===== src/rtl/spi_rx_cntrl.sv =====
// SPI peripheral-side receiver: synchronises SEN/SCLK/SDATA into wb_clk_i, shifts
// MSB-first words and buffers them in a first-word-fall-through FIFO with status flags.
module spi_rx_cntrl #(
  parameter int unsigned WIDTH      = 32,
  parameter int unsigned FIFO_DEPTH = 4
) (
  input  logic                            wb_clk_i,
  input  logic                            wb_rst_i,
  input  logic                            enable,
  input  logic                            clear,
  input  logic                            SEN,
  input  logic                            SCLK,
  input  logic                            SDATA,
  input  logic                            fifo_rden,
  output logic [WIDTH-1:0]                data_out,
  output logic                            data_full,
  output logic                            data_empty,
  output logic [$clog2(FIFO_DEPTH):0]     fifo_level,
  output logic                            busy,
  output logic                            frame_err,
  output logic                            overflow
);

  localparam int unsigned AW = $clog2(FIFO_DEPTH);
  localparam int unsigned LW = AW + 1;
  localparam int unsigned CW = $clog2(WIDTH);

  typedef enum logic [1:0] {IDLE, SHIFT, WAIT_END} state_t;

  state_t           state, state_nxt;
  logic             sen_s1, sen_s2;
  logic             sclk_s1, sclk_s2, sclk_s3;
  logic             sdata_s1, sdata_s2;
  logic             sen_s, sclk_rise, sdata_s;
  logic [CW-1:0]    bit_cnt;
  logic [WIDTH-2:0] shift;
  logic [WIDTH-1:0] push_word;
  logic             last_bit;
  logic             shift_en, cnt_clr, ferr_set, push, pop_ok;
  logic [LW-1:0]    wr_ptr, rd_ptr;
  logic [WIDTH-1:0] mem [FIFO_DEPTH];

  // Two-flop synchronisers; SCLK gets a third flop for rising-edge detection
  always_ff @(posedge wb_clk_i or posedge wb_rst_i) begin
    if (wb_rst_i) begin
      sen_s1   <= 1'b1;
      sen_s2   <= 1'b1;
      sclk_s1  <= 1'b0;
      sclk_s2  <= 1'b0;
      sclk_s3  <= 1'b0;
      sdata_s1 <= 1'b0;
      sdata_s2 <= 1'b0;
    end else begin
      sen_s1   <= SEN;
      sen_s2   <= sen_s1;
      sclk_s1  <= SCLK;
      sclk_s2  <= sclk_s1;
      sclk_s3  <= sclk_s2;
      sdata_s1 <= SDATA;
      sdata_s2 <= sdata_s1;
    end
  end

  assign sen_s     = sen_s2;
  assign sdata_s   = sdata_s2;
  assign sclk_rise = sclk_s2 & ~sclk_s3;
  assign last_bit  = (bit_cnt == CW'(WIDTH - 1));
  assign push_word = {shift, sdata_s};

  always_ff @(posedge wb_clk_i or posedge wb_rst_i) begin
    if (wb_rst_i) state <= IDLE;
    else          state <= state_nxt;
  end

  always_comb begin
    state_nxt = state;
    if (clear) begin
      state_nxt = sen_s ? IDLE : WAIT_END;
    end else begin
      case (state)
        IDLE:     if (!sen_s) state_nxt = enable ? SHIFT : WAIT_END;
        SHIFT:    if (!enable) state_nxt = WAIT_END;
                  else if (sen_s) state_nxt = IDLE;
        WAIT_END: if (sen_s) state_nxt = IDLE;
        default:  state_nxt = IDLE;
      endcase
    end
  end

  // A bit arriving with SEN's rise is shifted first; the frame end is judged on the updated count
  always_comb begin
    shift_en = 1'b0;
    cnt_clr  = 1'b0;
    ferr_set = 1'b0;
    push     = 1'b0;
    busy     = (state == SHIFT);
    if (clear) begin
      cnt_clr = 1'b1;
    end else begin
      case (state)
        SHIFT: begin
          if (!enable) begin
            cnt_clr = 1'b1;
          end else begin
            shift_en = sclk_rise;
            push     = sclk_rise & last_bit;
            if (sen_s) begin
              cnt_clr  = 1'b1;
              ferr_set = sclk_rise ? !last_bit : (bit_cnt != '0);
            end
          end
        end
        default: cnt_clr = 1'b1;
      endcase
    end
  end

  always_ff @(posedge wb_clk_i or posedge wb_rst_i) begin
    if (wb_rst_i) begin
      bit_cnt <= '0;
      shift   <= '0;
    end else begin
      if (shift_en) shift <= push_word[WIDTH-2:0];
      if (cnt_clr)       bit_cnt <= '0;
      else if (shift_en) bit_cnt <= last_bit ? '0 : CW'(bit_cnt + 1'b1);
    end
  end

  assign fifo_level = wr_ptr - rd_ptr;
  assign data_full  = (fifo_level == LW'(FIFO_DEPTH));
  assign data_empty = (fifo_level == '0);
  assign pop_ok     = fifo_rden & ~data_empty;
  assign data_out   = mem[rd_ptr[AW-1:0]];

  // A push into a full FIFO only lands when a pop frees the head in the same cycle
  always_ff @(posedge wb_clk_i or posedge wb_rst_i) begin
    if (wb_rst_i) begin
      wr_ptr    <= '0;
      rd_ptr    <= '0;
      frame_err <= 1'b0;
      overflow  <= 1'b0;
      for (int i = 0; i < int'(FIFO_DEPTH); i++) mem[i] <= '0;
    end else if (clear) begin
      wr_ptr    <= '0;
      rd_ptr    <= '0;
      frame_err <= 1'b0;
      overflow  <= 1'b0;
    end else begin
      if (push) begin
        if (!data_full || pop_ok) begin
          mem[wr_ptr[AW-1:0]] <= push_word;
          wr_ptr              <= wr_ptr + 1'b1;
        end else begin
          overflow <= 1'b1;
        end
      end
      if (pop_ok)   rd_ptr    <= rd_ptr + 1'b1;
      if (ferr_set) frame_err <= 1'b1;
    end
  end

endmodule


===== config.mk =====
export PLATFORM = sky130hd
export DESIGN_NAME = spi_rx_cntrl
export DESIGN_NICKNAME = d
export VERILOG_FILES = /design/src/rtl/spi_rx_cntrl.sv
export SDC_FILE = /design/constraint.sdc
export NUM_CORES = 1
export LEC_CHECK = 0
export CAP_MARGIN = 0
export CORE_MARGIN = 4
export CORE_UTILIZATION = 59
export DETAILED_ROUTE_END_ITERATION = 7
export PLACE_DENSITY = 0.8
export SYNTH_ARGS = -nofsm -noshare
export SYNTH_HDL_FRONTEND = slang
export SYNTH_SLANG_ARGS = --single-unit

===== constraint.sdc =====
create_clock -name wb_clk_i -period 9.18 [get_ports wb_clk_i]
set_input_delay 2.754 -clock wb_clk_i [delete_from_list [all_inputs] [get_ports wb_clk_i]]
set_output_delay 2.754 -clock wb_clk_i [all_outputs]
set_load 0.05 [all_outputs]

Word level (Yosys, flattened, before mapping):

Index checks and enable logic that the tools add are counted.

* flip-flop bits (word level): 181
* bits of input ports: 8
* output and inout bits: 40
* logic and storage cells: 95

* add/subtract/negate cells: 4
* $lt $le $gt $ge: 3
* eq/ne operators: 6
* mux-type cells: 41
* bitwise gates (word level): 8
* reductions and logical operators: 15

Operators by type and width (count)
* bitwise mux 128 bit: 1
* two-way mux 32 bit: 3
* binary-select mux 32 bit (select 2 bit): 1
* demux 32 bit (select 2 bit): 1
* two-way mux 1 bit: 20
* two-way mux 3 bit: 5
* two-way mux 5 bit: 3
* two-way mux 2 bit: 6
* nonzero test 2 bit: 5
* adder 3 x 1 -> 3 bit, second input constant: 2
* >= comparator 3 bit, second input constant: 2
* NOT 2 -> 3 bit: 2
* case mux 2 bit (3 select lines): 1
* adder 5 x 1 -> 5 bit, second input constant: 1
* equality test 5 bit, second input constant: 1
* nonzero test 5 bit: 1
* AND reduction 2 bit: 2
* AND 1 bit: 3
* equality test 3 bit, second input constant: 1
* logical NOT 3 bit: 1
* < comparator 3 x 1 -> 1 bit, second input constant: 1
* != test 3 bit, second input constant: 1
* NOT 1 bit: 3
* AND reduction 3 bit: 1
* 8 further kinds: 9

Longest topological paths before layout:

Gate-level depths: netlist (run 1).

* word-level depth: 9
* gate-level depth with buffers: 8
* mapped depth without buffers: 8

Worst setup path after synthesis (run 1):

Ideal clock, no wire load.

* kind: reg-to-output
* start: register wr_ptr[0]
* end: output port data_empty
* arrival time: 2.308 ns
* required time: 6.426 ns
* setup slack: 4.118 ns
* cell stages (with the launch flop): 7
* path buffers: 0
* cells stage by stage: dfrtp_1 > inv_1 > ha_1 > fa_1 > xnor3_1 > inv_1 > nor2_1

* word-level cells in the longest chain between the ends: 2

RTL lines
* from (decl): line 40 `logic [LW-1:0] wr_ptr, rd_ptr;`
* from (signal assigned): line 152 `wr_ptr <= wr_ptr + 1'b1;`
* subtractor 3 bit: line 129 `assign fifo_level = wr_ptr - rd_ptr;`
* named net fifo_level[2]: line 18 `output logic [$clog2(FIFO_DEPTH):0] fifo_level,`
* logical NOT 3 bit: line 131 `assign data_empty = (fifo_level == '0);`
* to (decl): line 17 `output logic data_empty,`

The timed path passes the listed nets, and every way through them passes these cells.

Worst setup path after layout (run 1):

* start: register rd_ptr[0]
* end: output port data_empty

* word-level cells in the longest chain between the ends: 2

RTL lines
* from (decl): line 40
* from (signal assigned): line 157 `if (pop_ok) rd_ptr <= rd_ptr + 1'b1;`
* subtractor 3 bit: line 129
* logical NOT 3 bit: line 131

Every way passes these cells.

==> impl_metrics.ini, run 1 <==
[global_route]
overflow = 0
grt_max_degree = 119
antenna_found_initial = 0
grt_pass1_vias = 4337
grt_usage = 0.2012
grt_pass1_wl_um = 23100

[clocking]
insertion_delay_ps = 420
clkSinkCount = 181
path_clk_slew_ps = 60
cts_buffer_depth = 2
cts-htree-levels = 4
cts_made_buffers = 17
post-cts-setup-buffers = 0
cts_root_buf = clkbuf_16
cts_resized = 0
cts_tree = built
hold_buffers = 0

[die]
ios = 48
die_x_um = 123.2
rows = 41
dieArea_um2 = 15170
core_area_um2 = 12820
die_h_um = 123.2
initial_core_util = 0.6101

[sta]
fin_crit_sh = 0.6271
hold_violations = 0
setup_viol = 0
skew_ps = 7.170
worst_pin_slew_ps = 1028
fin_tns_setup_ps = 0
max_freq_mhz = 173.7
final_max_slew_viol_count = 0
rsz0062_at_grt = false
fin_crit_ps = 5757
maxSlewHeadroom = 0.3146

[critical_path]
reg2reg_slack_ps = 5890
crit_fanout = 14
crit_buf_inv = 2
cp_slowest_stage_delay_ps = 820
path_cells = ha_1 > fa_1 > xnor3_1 > inv_1 > nor2_1 > clkdlybuf4s50_1
cpLargestDelayFamily = buffers and inverters
crit_type = reg2out
worst_setup_path_end_kind = output pin
arrival_ps = 3000
cp_slowest_cell = clkdlybuf4s50_1
crit_required_ps = 6430
start_kind = flip-flop

[drt]
dr.pass1.iters = 4
drt_iter0_drc = 239
wl_per_cell_um = 19.06
routed_wl_um = 13590
antenna_left = 0
routed-via-count = 4137
drc_errors = 0
viasPerCell = 5.802

[place]
gp_congestion = 0.7267
io_buffers = 47
hpwl_um = 8115

[yosys]
synth_nets = 500
synth_top_area_frac = 0.5724
synth_edf_count = 0
synth_most_common_cell = dfrtp_1
syn_area_um2 = 7825
synthTopCellsByArea = dfrtp_1 (57%), mux2_2 (23%), mux4_2 (9.2%), ha_1 (1.6%), buf_6 (1.3%)
synth_cell_type_count = 39
synth.cells.most_frequent = dfrtp_1 (179), mux2_2 (158), mux4_2 (32), nor2_1 (14)
async_flop_share = 1.000
ys_warn_count = 0
postSynthCellCount = 481
ys_seq_area_frac = 0.5791
yosys.area.top_type = dfrtp_1
ys_seq_elements = 181
yosys_most_used_dff = dfrtp_1
syn_avg_cell_area_um2 = 16.27

[final_layout]
drive_gt1_frac = 0.4307
seq_area_um2 = 4533
multi_input_area_um2 = 3105
nets = 548
antennaDiodeCount = 0
areaGrowthSynthToFinish_pct = 14.28
nFillCells = 861

[power_and_ir_drop]
power.leakage_nw = 4.279
power_mw = 1.620
vdd_drop_max_mv = 0.1086
pwr_density_cell_nw_per_um2 = 181.1

[job]
cap_violations = 0

[run_status]
status = finished, final reports clean

[min_path]
hold_class = reg2reg
## layout by cell type, fill, tap and decap left out, types with 6 or more instances in the layout
cell type        instances
ha_1                    10
dfrtp_1                178
mux2i_1                  6
nor2_1                  13
clkbuf_1                 7
clkdlybuf4s50_1         47
mux4_2                  32
a21oi_1                  6
inv_1                    9
buf_4                    8
clkbuf_16               17
mux2_2                 158
## registers in the layout (all words and copies together), names as in the netlist, 2 cells and up
| name | flops |
|---|---|
| bit_cnt | 5 |
| mem | 128 |
| rd_ptr | 3 |
| shift | 31 |
| state | 2 |
| wr_ptr | 3 |
## worst register-to-register path: stages, from the launching register on
cell,delay [ps]
dfrtp_2,650
ha_1,260
fa_1,470
nand2_1,220
o311ai_4,200
nor3_4,570
buf_4,440
mux2_2,380
## metal layers
| metal | vias up | GRT usage | routed length [um] |
|---|---|---|---|
| met5 | - | 0 | 0 |
| met2 | 48 | 0.3051 | 6720 |
| met3 | 23 | 0.04392 | 357 |
| met4 | 0 | 0.07889 | 281 |
| met1 | 2208 | 0.2887 | 6229 |
| li1 | 1858 | - | - |
## worst paths after layout
check,to,depth (start not counted),startpoint
worst min-delay path,sclk_s2,0,sclk_s1
worst max-delay path,data_empty,6,rd_ptr[0]
max in group asynchronous,mem[72],3,wb_rst_i
worst max register to register,mem[7],7,rd_ptr[0]
worst min register to register,sclk_s2,0,sclk_s1
min in group asynchronous,mem[43],2,wb_rst_i
## through the flow
stage	util	hold slack [ps]	cells	instance area, um^2	worst slack [ps]
2_1_floorplan	-	331.2	481	7825	1514
3_3_place_gp	0.6571	332.6	682	8427	3854
3_5_place_dp	0.6571	337.8	682	8427	3853
4_1_cts	0.6973	351.6	713	8942	3368
5_1_grt	0.6973	363.1	713	8942	3279
6_report	0.6973	349.1	713	8942	3423
## area by class of cell
| cell class | instances | area share |
|---|---|---|
| Timing Repair Buffer | 55 | 0.05933 |
| Tap cell | 172 | 0.02407 |
| Inverter | 10 | 0.004757 |
| Clock buffer | 27 | 0.05513 |
| Sequential cell | 181 | 0.5069 |
| Clock inverter | 4 | 0.002519 |
| Multi-Input combinational cell | 264 | 0.3473 |
## where the power goes
part	internal, mW	switching [mW]
clock network	0.365	0.278
registers	0.803	0.0109
logic	0.0568	0.106
total	1.22	0.395
## cells by family (layout without fill, tap and decap cells)
kind of cell	count (synthesis)	after routing	synth area share
simple gates	39	39	0.02926
buf+inv	36	96	0.02670
fa+ha+maj	11	11	0.01855
flops	181	181	0.5791
compound gates	14	14	0.01263
xor+xnor	3	3	0.005117
mux	197	197	0.3286
Power figures use the tool's default switching activity.
==> inputs of run 2 (changes only) <==
CORE_UTILIZATION = 53   (was 59)
PLACE_DENSITY = 0.76   (was 0.8)
clock period = 5.12 ns   (was 9.18 ns; I/O delays follow)
==> impl_metrics.ini, run 2 (synthesis results as in run 1) <==
[die]
dieArea_um2 = 16770
die_h_um = 129.5
core_area_um2 = 14480
ios = 48
die_x_um = 129.5
initial_core_util = 0.5404
rows = 44

[clocking]
cts_made_buffers = 17
cts_root_buf = clkbuf_16
cts_resized = 0
hold_buffers = 0
clkSinkCount = 181
cts_tree = built
cts-htree-levels = 4
insertion_delay_ps = 420
cts_buffer_depth = 2
post-cts-setup-buffers = 0
path_clk_slew_ps = 60

[sta]
rsz0062_at_grt = false
worst_pin_slew_ps = 940.9
skew_ps = 9.002
fin_tns_setup_ps = 0
maxSlewHeadroom = 0.3714
fin_crit_sh = 0.8801
final_max_slew_viol_count = 0
hold_violations = 0
fin_crit_ps = 4506
setup_viol = 0
max_freq_mhz = 221.9
whs_ps = 347.8

[place]
io_buffers = 47
hpwl_um = 8419
gp_congestion = 0.7083

[drt]
drt_iter0_drc = 261
drc_errors = 0
antenna_left = 0
wl_per_cell_um = 20.13
viasPerCell = 5.666
routed_wl_um = 14630
dr.pass1.iters = 4
routed-via-count = 4119

[min_path]
hold_start = sdata_s1
hold_class = reg2reg
hold_path_depth = 0
min_delay_worst_endpoint = sdata_s

[critical_path]
crit_required_ps = 3580
crit_fanout = 4
start_kind = flip-flop
reg2reg_depth = 8
arrival_ps = 2970
regToRegEndpoint = mem[39]
reg2reg_from = wr_ptr[0]
crit_type = reg2out
worst_setup_path_end_kind = output pin
reg2reg_slack_ps = 2160

[final_layout]
max_flop_register = mem
largest_reg_flops = 128
antennaDiodeCount = 0
drive_gt1_frac = 0.4420
layout_common_cells = dfrtp_1 (178), mux2_2 (158), clkdlybuf4s50_1 (47), mux4_2 (32), clkbuf_16 (17)
areaGrowthSynthToFinish_pct = 16.23
nFillCells = 1046
reg_top3 = mem x128, shift x31, bit_cnt x5
nets = 550
mostFrequentLayoutCell = dfrtp_1
post-route-util = 0.6282

[run_status]
status = finished, final reports clean

[global_route]
grt_pass1_wl_um = 24100
grt_max_degree = 66
overflow = 0
grt_usage = 0.1884
grt_pass1_vias = 4513
antenna_found_initial = 0

[power_and_ir_drop]
vdd_drop_max_mv = 0.2470
pwr_density_cell_nw_per_um2 = 343.1
power.leakage_nw = 4.349

[job]
cap_violations = 0
-- run 2: cell types whose count changed in the layout (fill, tap and decap cells not counted), sizes merged --
cell,previous run,this run
bufinv,0,4
buf,8,10
clkbuf,27,21
clkinv,3,6
inv,10,9
-- run 2: final cells by class --
class | count | area [um^2] | share of cell area
flip-flops and latches | 181 | 4533 | 0.4984
multi-input cells | 264 | 3105 | 0.3415
repair buffers | 57 | 570.5 | 0.06273
clock buffers | 21 | 460.4 | 0.05063
well taps | 184 | 230.2 | 0.02531
clock inverters | 10 | 153.9 | 0.01692
inverters | 10 | 41.29 | 0.004540
-- run 2: worst max path at each step --
| stage | start | end | depth (start not counted) | slack [ps] |
|---|---|---|---|---|
| floorplan | wb_rst_i | bit_cnt[0] | 1 | 1260 |
| global placement | wr_ptr[0] | data_empty | 7 | 1220 |
| detailed placement | wr_ptr[0] | data_empty | 7 | 1090 |
| CTS | wr_ptr[0] | data_empty | 7 | 610 |
| global route | wr_ptr[0] | data_empty | 7 | 530 |
| finish | wr_ptr[0] | data_empty | 7 | 610 |
-- run 2: report_power, final --
group          internal (mW)  switching, mW
Sequential              1.44        0.00551
Clock                  0.837          0.524
Combinational          0.106          0.209
-- run 2: layer usage --
metal | global-route usage | wire length, um | part of all wire | vias to the layer above
met3 | 0.03875 | 366 | 0.025 | 17
met4 | 0.06357 | 231 | 0.016 | 0
met1 | 0.2617 | 6685 | 0.46 | 2196
met5 | 0 | 0 | 0 | -
met2 | 0.3012 | 7350 | 0.50 | 52
li1 | - | - | - | 1854
-- run 2: through the flow --
stage	instances	cell area [um^2]	power, mW	setup slack, ps
detailed placement	696	8481	1.792	1093
CTS	727	9095	3.150	611.3
global route	727	9095	3.234	526.3
floorplan	481	7829	1.698	1263
global placement	696	8481	1.785	1220
finish	727	9095	3.121	613.7
-- run 2: critical path: stages (launching register included) --
cell and delay (ps):
dfrtp_1 380, inv_1 110, ha_1 230, fa_1 410
xnor3_1 350, inv_1 100, nor2_1 130, clkdlybuf4s50_1 830
